<file path="src/rtl/rv_mem_pkg.sv">
// Shared types and codes for the unified memory port.
// funct3 size codes, sequencer states and the alignment rule.
package rv_mem_pkg;

  localparam int LANES = 4;

  localparam logic [2:0] F3_B  = 3'd0;
  localparam logic [2:0] F3_H  = 3'd1;
  localparam logic [2:0] F3_W  = 3'd2;
  localparam logic [2:0] F3_BU = 3'd4;
  localparam logic [2:0] F3_HU = 3'd5;

  typedef enum logic [1:0] {
    S_IDLE,
    S_REQ,
    S_DONE,
    S_FAULT
  } state_e;

  // True when the access size cannot be issued at this byte offset
  function automatic logic f3_fault(
    input logic [2:0] f,
    input logic [1:0] a
  );
    logic flt;
    unique case (f)
      F3_B, F3_BU: flt = 1'b0;
      F3_H, F3_HU: flt = a[0];
      F3_W:        flt = (a != 2'b00);
      default:     flt = 1'b1;
    endcase
    return flt;
  endfunction

endpackage

</file>
<file path="src/rtl/mem_lane_align.sv">
// Byte-lane steering for stores and extraction/extension for loads.
// Purely combinational; driven from the latched access.
module mem_lane_align
  import rv_mem_pkg::*;
(
  input  logic [2:0]  f3_i,
  input  logic [1:0]  ofs_i,
  input  logic [31:0] wdata_i,
  input  logic [31:0] mrdata_i,
  output logic [3:0]  be_o,
  output logic [31:0] wdata_o,
  output logic [31:0] rdata_o
);

  logic [7:0]  byte_sel;
  logic [15:0] half_sel;

  assign byte_sel = mrdata_i[8*ofs_i +: 8];
  assign half_sel = ofs_i[1] ? mrdata_i[31:16] : mrdata_i[15:0];

  // Decode size code into lane enables, replicated data and extended load
  always_comb begin
    be_o    = 4'hF;
    wdata_o = wdata_i;
    rdata_o = mrdata_i;
    unique case (f3_i)
      F3_B: begin
        be_o    = 4'b0001 << ofs_i;
        wdata_o = {4{wdata_i[7:0]}};
        rdata_o = {{24{byte_sel[7]}}, byte_sel};
      end
      F3_BU: begin
        be_o    = 4'b0001 << ofs_i;
        wdata_o = {4{wdata_i[7:0]}};
        rdata_o = {24'h0, byte_sel};
      end
      F3_H: begin
        be_o    = 4'b0011 << ofs_i;
        wdata_o = {2{wdata_i[15:0]}};
        rdata_o = {{16{half_sel[15]}}, half_sel};
      end
      F3_HU: begin
        be_o    = 4'b0011 << ofs_i;
        wdata_o = {2{wdata_i[15:0]}};
        rdata_o = {16'h0, half_sel};
      end
      default: begin
        be_o    = 4'hF;
        wdata_o = wdata_i;
        rdata_o = mrdata_i;
      end
    endcase
  end

endmodule

</file>
<file path="src/rtl/mem_port_ctrl.sv">
// Memory access sequencer for the multi-cycle datapath.
// Latches one request, runs req/ack, reports done/fault.
module mem_port_ctrl
  import rv_mem_pkg::*;
#(
  parameter int ADDR_W  = 32,
  parameter int DATA_W  = 32,
  parameter int TIMEOUT = 16
) (
  input  logic              clk,
  input  logic              rst,
  input  logic              req_rd,
  input  logic              req_wr,
  input  logic [ADDR_W-1:0] addr,
  input  logic [DATA_W-1:0] wdata,
  input  logic [2:0]        f3,
  output logic [DATA_W-1:0] rdata,
  output logic              busy,
  output logic              done,
  output logic              misalign,
  output logic              bus_err,
  output logic              m_req,
  output logic              m_we,
  output logic [ADDR_W-1:0] m_addr,
  output logic [DATA_W-1:0] m_wdata,
  output logic [3:0]        m_be,
  input  logic              m_ack,
  input  logic [DATA_W-1:0] m_rdata
);

  localparam logic [7:0] TMO_LAST = 8'(TIMEOUT - 1);

  state_e            state_q, state_d;
  logic [ADDR_W-1:0] addr_q, addr_d;
  logic [DATA_W-1:0] wdata_q, wdata_d;
  logic [DATA_W-1:0] rdata_q, rdata_d;
  logic [2:0]        f3_q, f3_d;
  logic              we_q, we_d;
  logic              tmo_q, tmo_d;
  logic [7:0]        cnt_q, cnt_d;

  logic [3:0]        st_be;
  logic [DATA_W-1:0] st_wd;
  logic [DATA_W-1:0] ld_data;
  logic              in_req;
  logic              any_req;

  mem_lane_align u_align (
    .f3_i     (f3_q),
    .ofs_i    (addr_q[1:0]),
    .wdata_i  (wdata_q),
    .mrdata_i (m_rdata),
    .be_o     (st_be),
    .wdata_o  (st_wd),
    .rdata_o  (ld_data)
  );

  assign any_req = req_rd | req_wr;
  assign in_req  = (state_q == S_REQ);

  // State and latched access registers
  always_ff @(posedge clk or posedge rst) begin
    if (rst) begin
      state_q <= S_IDLE;
      addr_q  <= '0;
      wdata_q <= '0;
      rdata_q <= '0;
      f3_q    <= '0;
      we_q    <= 1'b0;
      tmo_q   <= 1'b0;
      cnt_q   <= '0;
    end else begin
      state_q <= state_d;
      addr_q  <= addr_d;
      wdata_q <= wdata_d;
      rdata_q <= rdata_d;
      f3_q    <= f3_d;
      we_q    <= we_d;
      tmo_q   <= tmo_d;
      cnt_q   <= cnt_d;
    end
  end

  // Next-state: accept, wait for ack or timeout, then report
  always_comb begin
    state_d = state_q;
    addr_d  = addr_q;
    wdata_d = wdata_q;
    rdata_d = rdata_q;
    f3_d    = f3_q;
    we_d    = we_q;
    tmo_d   = tmo_q;
    cnt_d   = cnt_q;
    unique case (state_q)
      S_IDLE: begin
        if (any_req) begin
          addr_d  = addr;
          wdata_d = wdata;
          f3_d    = f3;
          we_d    = req_wr;
          if (f3_fault(f3, addr[1:0])) begin
            state_d = S_FAULT;
            tmo_d   = 1'b0;
          end else begin
            state_d = S_REQ;
            cnt_d   = '0;
          end
        end
      end
      S_REQ: begin
        if (m_ack) begin
          state_d = S_DONE;
          if (!we_q) rdata_d = ld_data;
        end else if (cnt_q == TMO_LAST) begin
          state_d = S_FAULT;
          tmo_d   = 1'b1;
        end else begin
          cnt_d = cnt_q + 8'd1;
        end
      end
      default: state_d = S_IDLE;
    endcase
  end

  // Bus drive is gated to REQ so nothing leaks while idle
  always_comb begin
    m_req    = in_req;
    m_we     = in_req & we_q;
    m_addr   = in_req ? {addr_q[ADDR_W-1:2], 2'b00} : '0;
    m_be     = in_req ? (we_q ? st_be : 4'hF) : 4'h0;
    m_wdata  = (in_req & we_q) ? st_wd : '0;
    done     = (state_q == S_DONE) | (state_q == S_FAULT);
    misalign = (state_q == S_FAULT) & ~tmo_q;
    bus_err  = (state_q == S_FAULT) & tmo_q;
    busy     = ((state_q == S_IDLE) & any_req) | in_req;
    rdata    = rdata_q;
  end

endmodule

</file>
<file path="config.mk">
export PLATFORM = sky130hd
export DESIGN_NAME = mem_port_ctrl
export DESIGN_NICKNAME = d
export VERILOG_FILES = /design/src/rtl/rv_mem_pkg.sv /design/src/rtl/mem_lane_align.sv /design/src/rtl/mem_port_ctrl.sv
export SDC_FILE = /design/constraint.sdc
export NUM_CORES = 1
export LEC_CHECK = 0
export BUFFER_PORTS_ARGS = -buffer_cell sky130_fd_sc_hd__buf_2
export CORE_MARGIN = 5
export CORE_UTILIZATION = 50
export CTS_CLUSTER_DIAMETER = 50
export DETAILED_ROUTE_END_ITERATION = 7
export GPL_TIMING_DRIVEN = 0
export PLACE_DENSITY = 0.87
export SLEW_MARGIN = 25
export SYNTH_ARGS = -nofsm -noshare
export SYNTH_HDL_FRONTEND = slang
export SYNTH_SLANG_ARGS = --single-unit
</file>
<file path="constraint.sdc">
create_clock -name clk -period 4.2 [get_ports clk]
set_clock_uncertainty 0.05 [all_clocks]
set_input_delay 0.21 -clock clk [delete_from_list [all_inputs] [get_ports clk]]
set_output_delay 0.21 -clock clk [all_outputs]
set_load 0.005 [all_outputs]
</file>
==> results of run 1 <==
-- how the worst max path moves through the flow --
stage	from	to	slack, ns	cells after the start
global placement	rst	rdata[18]	-0.27	2
detailed placement	state_q[1]	m_wdata[15]	2.01	8
CTS	state_q[1]	m_wdata[15]	1.62	8
floorplan	rst	addr_q[0]	1.01	1
global route	f3_q[1]	m_wdata[9]	1.46	6
finish	f3_q[1]	m_wdata[9]	1.61	6
-- power breakdown --
| part | internal (mW) | total (mW) | switching [mW] |
|---|---|---|---|
| registers | 1.60 | 1.95 | 0.351 |
| logic | 1.35 | 2.77 | 1.42 |
| clock network | 0.417 | 0.843 | 0.426 |
-- flip-flops by register name (all words and copies together) (netlist names) --
signal,flops
rdata,32
tmo_q,1
state_q,2
f3_q,3
we_q,1
cnt_q,8
wdata_q,32
addr_q,32
-- Yosys cell counts, drive strengths merged (3+ instances only) --
| master | n |
|---|---|
| o22a | 7 |
| a31oi | 16 |
| dfrtp | 111 |
| mux2 | 66 |
| nand3 | 3 |
| buf | 24 |
| clkbuf | 17 |
| a22o | 24 |
| inv | 9 |
| mux2i | 17 |
| and2 | 30 |
| nor2 | 58 |
| and3 | 10 |
| a22oi | 7 |
| a21oi | 41 |
| nand2 | 52 |
| mux4 | 7 |
| nor3 | 3 |
| o21ai | 14 |
-- cell usage in the layout, fill, tap and decap left out, types with 4 or more instances in the layout --
cell type                   instances
sky130_fd_sc_hd__a21oi_1           41
sky130_fd_sc_hd__a22o_1            23
sky130_fd_sc_hd__a22oi_1            7
sky130_fd_sc_hd__a31oi_1           16
sky130_fd_sc_hd__and2_1            30
sky130_fd_sc_hd__and3_1             9
sky130_fd_sc_hd__buf_2            225
sky130_fd_sc_hd__buf_4              4
sky130_fd_sc_hd__clkbuf_1          17
sky130_fd_sc_hd__clkbuf_16          9
sky130_fd_sc_hd__dfrtp_1          111
sky130_fd_sc_hd__inv_1              8
sky130_fd_sc_hd__inv_6              4
sky130_fd_sc_hd__mux2_2            66
sky130_fd_sc_hd__mux2i_1           17
sky130_fd_sc_hd__mux4_2             7
sky130_fd_sc_hd__nand2_1           52
sky130_fd_sc_hd__nor2_1            58
sky130_fd_sc_hd__o21ai_0           11
sky130_fd_sc_hd__o22a_1             7
-- per-stage QoR --
step	cell area (µm²)	setup WS, ns	setup TNS (ns)	util [%]	instances
after floorplan	5700	1.01	0	-	539
after detailed placement	6940	2.01	0	61.6	890
after global routing	7240	1.46	0	64.3	907
final	7250	1.61	0	64.3	908
after CTS	7240	1.62	0	64.3	907
after global placement	6910	-0.266	-28.64	61.3	889
-- logic make-up (layout without fill, tap and decap cells) --
| kind of cell | Yosys count | after routing |
|---|---|---|
| fa+ha+maj | 1 | 1 |
| simple gates | 165 | 165 |
| compound gates | 119 | 119 |
| buf+inv | 51 | 276 |
| other cells | 1 | 3 |
| mux | 90 | 90 |
| flops | 111 | 111 |
-- routing by layer --
metal | vias to the layer above | share of wire, %
met5 | - | 0.077
met4 | 2 | 3.0
met3 | 37 | 10
met2 | 241 | 48
met1 | 2438 | 39
li1 | 2356 | -
-- worst max-delay path: stages, from the launching register on --
cell	delay, ns
sky130_fd_sc_hd__dfrtp_1	0.36
sky130_fd_sc_hd__clkbuf_1	0.15
sky130_fd_sc_hd__nor2_1	0.48
sky130_fd_sc_hd__clkbuf_1	0.50
sky130_fd_sc_hd__nand2_1	0.10
sky130_fd_sc_hd__a21oi_1	0.22
sky130_fd_sc_hd__buf_2	0.16
-- area by class of cell --
cell class | count | area (µm²) | share of cell area, %
clock inverters | 7 | 63.8 | 0.881
flip-flops and latches | 111 | 2780 | 38.3
diodes | 1 | 2.50 | 0.0345
inverters | 10 | 42.5 | 0.587
plain buffers | 41 | 191 | 2.64
repair buffers | 209 | 1070 | 14.8
clock buffers | 9 | 225 | 3.11
multi-input cells | 377 | 2690 | 37.1
well taps | 143 | 179 | 2.47
-- repair_timing --
action | CTS | global route
hold buffers | 1 | 0
endpoints found under the setup margin | 0 | 0
hold endpoints to repair | 64 | 0
==> results.toml, run 1 <==
[synth]
ys_dominant_reg_cell = "sky130_fd_sc_hd__dfrtp_1"
synth_mux_area_share_pct = 18.8
synth_xor_area_share_pct = 0
post_synth_instance_area_mm2 = 0.00569
asyncSetResetFlopFracSynth_pct = 100
synth_compound_gate_area_share_pct = 14.4
netlist.area_leader.share_pct = 48.8
synth_enable_flop_cells = 0
ys_warn_count = 0
synthCells = 538
yosys-top-cells-area = "sky130_fd_sc_hd__dfrtp_1, sky130_fd_sc_hd__mux2_2, sky130_fd_sc_hd__nor2_1"
yosys.area_share.simple_pct = 13.7
synth-seq-area-share_pct = 48.8
synth_fa_ha_area_share_pct = 0.220
postSynthRegisterBits = 111
yosys_top_cell_by_area = "sky130_fd_sc_hd__dfrtp_1"
synth_area_per_cell_um2 = 10.6
synth.lib_cells_used.distinct = 45
largest_family_of_logic_cells_by_synthesized_area = "multiplexers"

[detailed_routing]
drt-initial-drc-count = 449
detailroute.via_count = 5074
route.detailed.drc = 0
route.detailed.vias_per_inst = 5.59
firstDrtPassIters = 5
routed_wl_um = 16900
drtAntennaViolNets = 0
avg_wl_per_cell_um = 18.6

[worst_setup_path]
crit_path_start_kind = "register"
cp.arrival_ns = 2.33
path_max_fanout = 10
r2r_setup_slack_ns = 2.15
worstRegToRegCells = 6
timing.critical_path.required_ns = 3.94
crit_type = "register to output pin"
worst_r2r_startpoint = "f3_q[1]"
worst_reg2reg_endpoint = "rdata[21]"
worstSetupEndpointType = "output pin"

[global_routing]
antenna_violations_before_repair = 2
grtUsageTotal_pct = 24.6
via_count_of_the_first_global_routing_pass = 5080
top_usage_layer = "met2"
grt.met2_usage_pct = 39.7
grt_max_degree = 66
groute.layer.met3.usage_pct = 7.88
global_route_wire_length_before_repair_um = 25700
grt_use_met1_pct = 29.8
grt-ovfl-total = 0

[sta]
layout_min_cycle_time_ns = 2.59
timing.final.setup_violations = 0
worst_slew_margin_rel_pct = 47.2
final_max_slew_viol_count = 0
final.hold.worst_slack_ns = 0.0269
timing_hold_violations_final = 0
grt_setup_unrepaired = "false"
max_freq_mhz = 386
tightestPinTransition_ns = 0.792
timing.final.crit_share_pct = 61.6

[floorplan]
die_width_um = 117
full_die_area_mm2 = 0.0136
die-height_um = 117
total_core_area_mm2 = 0.0113
ioPinCount = 210
floorplan.rows = 39
initial_core_util_pct = 50.5

[power_and_ir_drop]
total_power_mw = 5.55
pd_cells_mw_per_mm2 = 767
vdd.ir_drop.worst_v = 0.000487
total_leakage_power_nw = 3.56

[cts]
resized_cells_post_cts = 0
tritoncts_num_sinks = 111
clockBufferDepth = 2
clk_lat_worst_skew_ns = 0.36
cts_tree = "yes"
cts_setup_buffers = 0
clkSlewWorstSetupHoldPaths_ns = 0.08
cts_root_buffer = "sky130_fd_sc_hd__clkbuf_16"
tritoncts.num_buffers = 9
clock_tree.htree_level_count = 3

[placed_design]
gpl.final_weighted_congestion = 0.885
portBuffers = 207
detailedPlacementHpwl_um = 12900

[min_path]
worstHoldStart = "wdata[18]"
hold_path_class = "primary input to register"
min_path_cells = 2
timing.hold.worst_endpoint = "wdata_q[18]"

[layout]
count_of_nets_after_finishing = 864
layout-area-overhead-vs-synth_pct = 27.3
layout-drive-gt1-share_pct = 43.1
num-fill-cells = 923

[run_status]
run_status = "finished clean"

[flow_run]
maxCapViolCount = 0
Note: power is estimated with default switching activity, not from simulation.
==> inputs of run 2 (changes only) <==
--- a/config.mk
+++ b/config.mk
@@ -5,13 +5,14 @@
 export SDC_FILE = /design/constraint.sdc
 export NUM_CORES = 1
 export LEC_CHECK = 0
+export ABC_AREA = 1
 export BUFFER_PORTS_ARGS = -buffer_cell sky130_fd_sc_hd__buf_2
 export CORE_MARGIN = 5
 export CORE_UTILIZATION = 50
 export CTS_CLUSTER_DIAMETER = 50
 export DETAILED_ROUTE_END_ITERATION = 7
 export GPL_TIMING_DRIVEN = 0
-export PLACE_DENSITY = 0.87
+export PLACE_DENSITY = 0.86
 export SLEW_MARGIN = 25
 export SYNTH_ARGS = -nofsm -noshare
 export SYNTH_HDL_FRONTEND = slang
==> constraint.sdc (replaced) <==
create_clock -name clk -period 2.4 [get_ports clk]
set_clock_uncertainty 0.05 [all_clocks]
set_input_delay 0.12 -clock clk [delete_from_list [all_inputs] [get_ports clk]]
set_output_delay 0.12 -clock clk [all_outputs]
set_load 0.005 [all_outputs]
==> results.toml, run 2 <==
[floorplan]
ioPinCount = 210
die_width_um = 119
floorplan.rows = 39
total_core_area_mm2 = 0.0115
initial_core_util_pct = 51.6
die-height_um = 119
full_die_area_mm2 = 0.0142

[layout]
post_layout_instance_count_excluding_filler_cells = 1222
num-fill-cells = 863
layout-area-overhead-vs-synth_pct = 39.0
count_of_nets_after_finishing = 1176
multiInputGateArea_mm2 = 0.00257
sequential_cell_area_mm2 = 0.00278
layout-drive-gt1-share_pct = 28.3
mostFrequentLayoutCell = "sky130_fd_sc_hd__buf_2"
layout.core_utilization_pct = 71.7
mostFrequentLayoutCells = "sky130_fd_sc_hd__buf_2, sky130_fd_sc_hd__nor2_1, sky130_fd_sc_hd__nand2_1"

[min_path]
timing.hold.worst_endpoint = "wdata_q[6]"
hold_path_class = "primary input to register"
min_path_cells = 3
worstHoldStart = "wdata[6]"

[worst_setup_path]
buffering_stage_count_on_the_worst_path_with_inverters_included = 4
worstSetupEndpointType = "output pin"
r2r_setup_slack_ns = 0.73
crit_slowest_cell = "sky130_fd_sc_hd__dfrtp_1"
worst_reg2reg_endpoint = "rdata[18]"
critical_path.most_common_cell = "sky130_fd_sc_hd__buf_2"
cells_along_the_critical_path = "inv_1, nand2_4, nor2_4, inv_2, buf_2, a21oi_1, buf_2"
crit_path_start_kind = "register"
critical-path-top-delay-family = "buffers and inverters"
timing.critical_path.required_ns = 2.23
cp.arrival_ns = 1.96
worst_path_largest_cell_delay_ns = 0.43
worst_r2r_startpoint = "state_q[1]"
crit_type = "register to output pin"
path_max_fanout = 10
worstRegToRegCells = 7

[cts]
clock_tree.htree_level_count = 3
cts_root_buffer = "sky130_fd_sc_hd__clkbuf_16"
cts_setup_buffers = 0
cts_tree = "yes"
clk_lat_worst_skew_ns = 0.35
clkSlewWorstSetupHoldPaths_ns = 0.07
tritoncts_num_sinks = 111
tritoncts.num_buffers = 9
clockBufferDepth = 2

[sta]
timing.final.crit_share_pct = 88.6
max_freq_mhz = 471
final_max_slew_viol_count = 0
layout_min_cycle_time_ns = 2.13
grt_setup_unrepaired = "false"
worst_slew_margin_rel_pct = 63.3
tightestPinTransition_ns = 0.550
timing.final.setup_violations = 0
timing_hold_violations_final = 0
finalSetupTns_ns = 0
postLayoutSetupSlackWorst_ns = 0.275

[global_routing]
global_route_wire_length_before_repair_um = 32000
grt-ovfl-total = 0
antenna_violations_before_repair = 2
grtUsageTotal_pct = 28.0
grt_max_degree = 30
via_count_of_the_first_global_routing_pass = 6520

[placed_design]
placed_cells_incl_taps = 1138
detailedPlacementHpwl_um = 13800
gpl.final_weighted_congestion = 0.938
post_place_worst_slack_ns = 0.722
portBuffers = 207

[run_status]
run_status = "finished clean"

[synth]
asyncSetResetFlopFracSynth_pct = 100
synth.lib_cells_used.distinct = 34
post_synth_instance_area_mm2 = 0.00594
ys_warn_count = 0
synth_compound_gate_area_share_pct = 11.9
synth_enable_flop_cells = 0
synthCells = 783
synth_xor_area_share_pct = 0.147
netlist.area_leader.share_pct = 46.8
ys_dominant_reg_cell = "sky130_fd_sc_hd__dfrtp_1"
synth-seq-area-share_pct = 46.8
synth_fa_ha_area_share_pct = 0.211
synth_area_per_cell_um2 = 7.59
largest_family_of_logic_cells_by_synthesized_area = "simple AND/OR/NAND/NOR gates"
yosys-top-cells-area = "sky130_fd_sc_hd__dfrtp_1, sky130_fd_sc_hd__nor2_1, sky130_fd_sc_hd__nand2_1"
yosys_top_cell_by_area = "sky130_fd_sc_hd__dfrtp_1"
yosys.area_share.simple_pct = 26.4
synth_mux_area_share_pct = 4.55
synthMostInstantiatedCell = "sky130_fd_sc_hd__nor2_1"
postSynthRegisterBits = 111
synthTopCellsByCount = "sky130_fd_sc_hd__nor2_1, sky130_fd_sc_hd__nand2_1, sky130_fd_sc_hd__dfrtp_1"

[detailed_routing]
drtAntennaViolNets = 0
drt-initial-drc-count = 603
routed_wl_um = 19900
avg_wl_per_cell_um = 16.3
route.detailed.vias_per_inst = 5.30
detailroute.via_count = 6478
route.detailed.drc = 0
firstDrtPassIters = 6

[power_and_ir_drop]
vdd.ir_drop.worst_v = 0.000635
pd_cells_mw_per_mm2 = 1200
total_leakage_power_nw = 4.48

[flow_run]
maxCapViolCount = 0
==> run 2: cell count changes in the layout (fill, tap and decap cells not counted), moves of 42 or more <==
cell,before,now
sky130_fd_sc_hd__a21oi_1,41,86
sky130_fd_sc_hd__dlygate4sd3_1,1,65
sky130_fd_sc_hd__inv_1,8,92
sky130_fd_sc_hd__mux2_2,66,24
sky130_fd_sc_hd__nand2_1,52,137
sky130_fd_sc_hd__nor2_1,58,169
==> run 2: tightest hold or removal path: cells and delay by family <==
kind            cells  cell delay (ns)
buf+inv             1             0.08
simple gates        1             0.04
compound gates      1             0.12
==> run 2: how the worst max path moves through the flow <==
stage             endpoint  cells past startpoint        from  slack (ns)
2_1_floorplan    addr_q[0]                      1         rst        0.89
3_3_place_gp     rdata[18]                      2         rst         0.1
3_5_place_dp       m_be[0]                      5     f3_q[1]        0.72
4_1_cts            m_be[0]                      5     f3_q[1]        0.33
5_1_grt            m_be[0]                      5     f3_q[1]        0.19
6_report       m_wdata[22]                      7  state_q[1]        0.27
==> run 2: cells by family after synthesis <==
group	count (synthesis)
adder cells (fa/ha/maj)	1
other	1
flip-flops	111
XOR/XNOR	1
multiplexers	24
AND/OR/NAND/NOR	375
AO/OA/AOI/OAI	133
buffers and inverters	137
==> run 2: final cells by class <==
type,instances,share of cell area [%]
clock buffers,10,2.89
well taps,143,2.17
plain buffers,41,2.74
clock inverters,6,1.30
diodes,3,0.0909
repair buffers,276,21.5
flip-flops and latches,111,33.6
inverters,96,4.47
multi-input cells,536,31.2
==> run 2: routing by layer <==
| layer | global-route usage (%) | routed length (µm) |
|---|---|---|
| met3 | 7.44 | 1710 |
| met2 | 46.2 | 9480 |
| met5 | 0 | 0 |
| met1 | 33.8 | 7700 |
| met4 | 14.3 | 975 |
==> run 2: what timing repair did <==
item,4_1_cts,5_1_grt
resized for setup,0,0
endpoints found under the hold margin,75,0
hold buffers,65,0
==> run 2: metrics by stage <==
stage	total power, mW	area [µm²]	hold slack, ns
after floorplan	6.23	5950	0.186
after global placement	7.81	7160	0.302
after detailed placement	7.96	7250	0.0908
after CTS	9.79	8250	0.000662
after global routing	10.6	8250	0.0277
final	9.91	8260	0.00759
==> run 2: where the power goes <==
group	switching, mW	internal [mW]
clock network	0.695	1.05
registers	0.509	2.75
logic	2.94	1.97
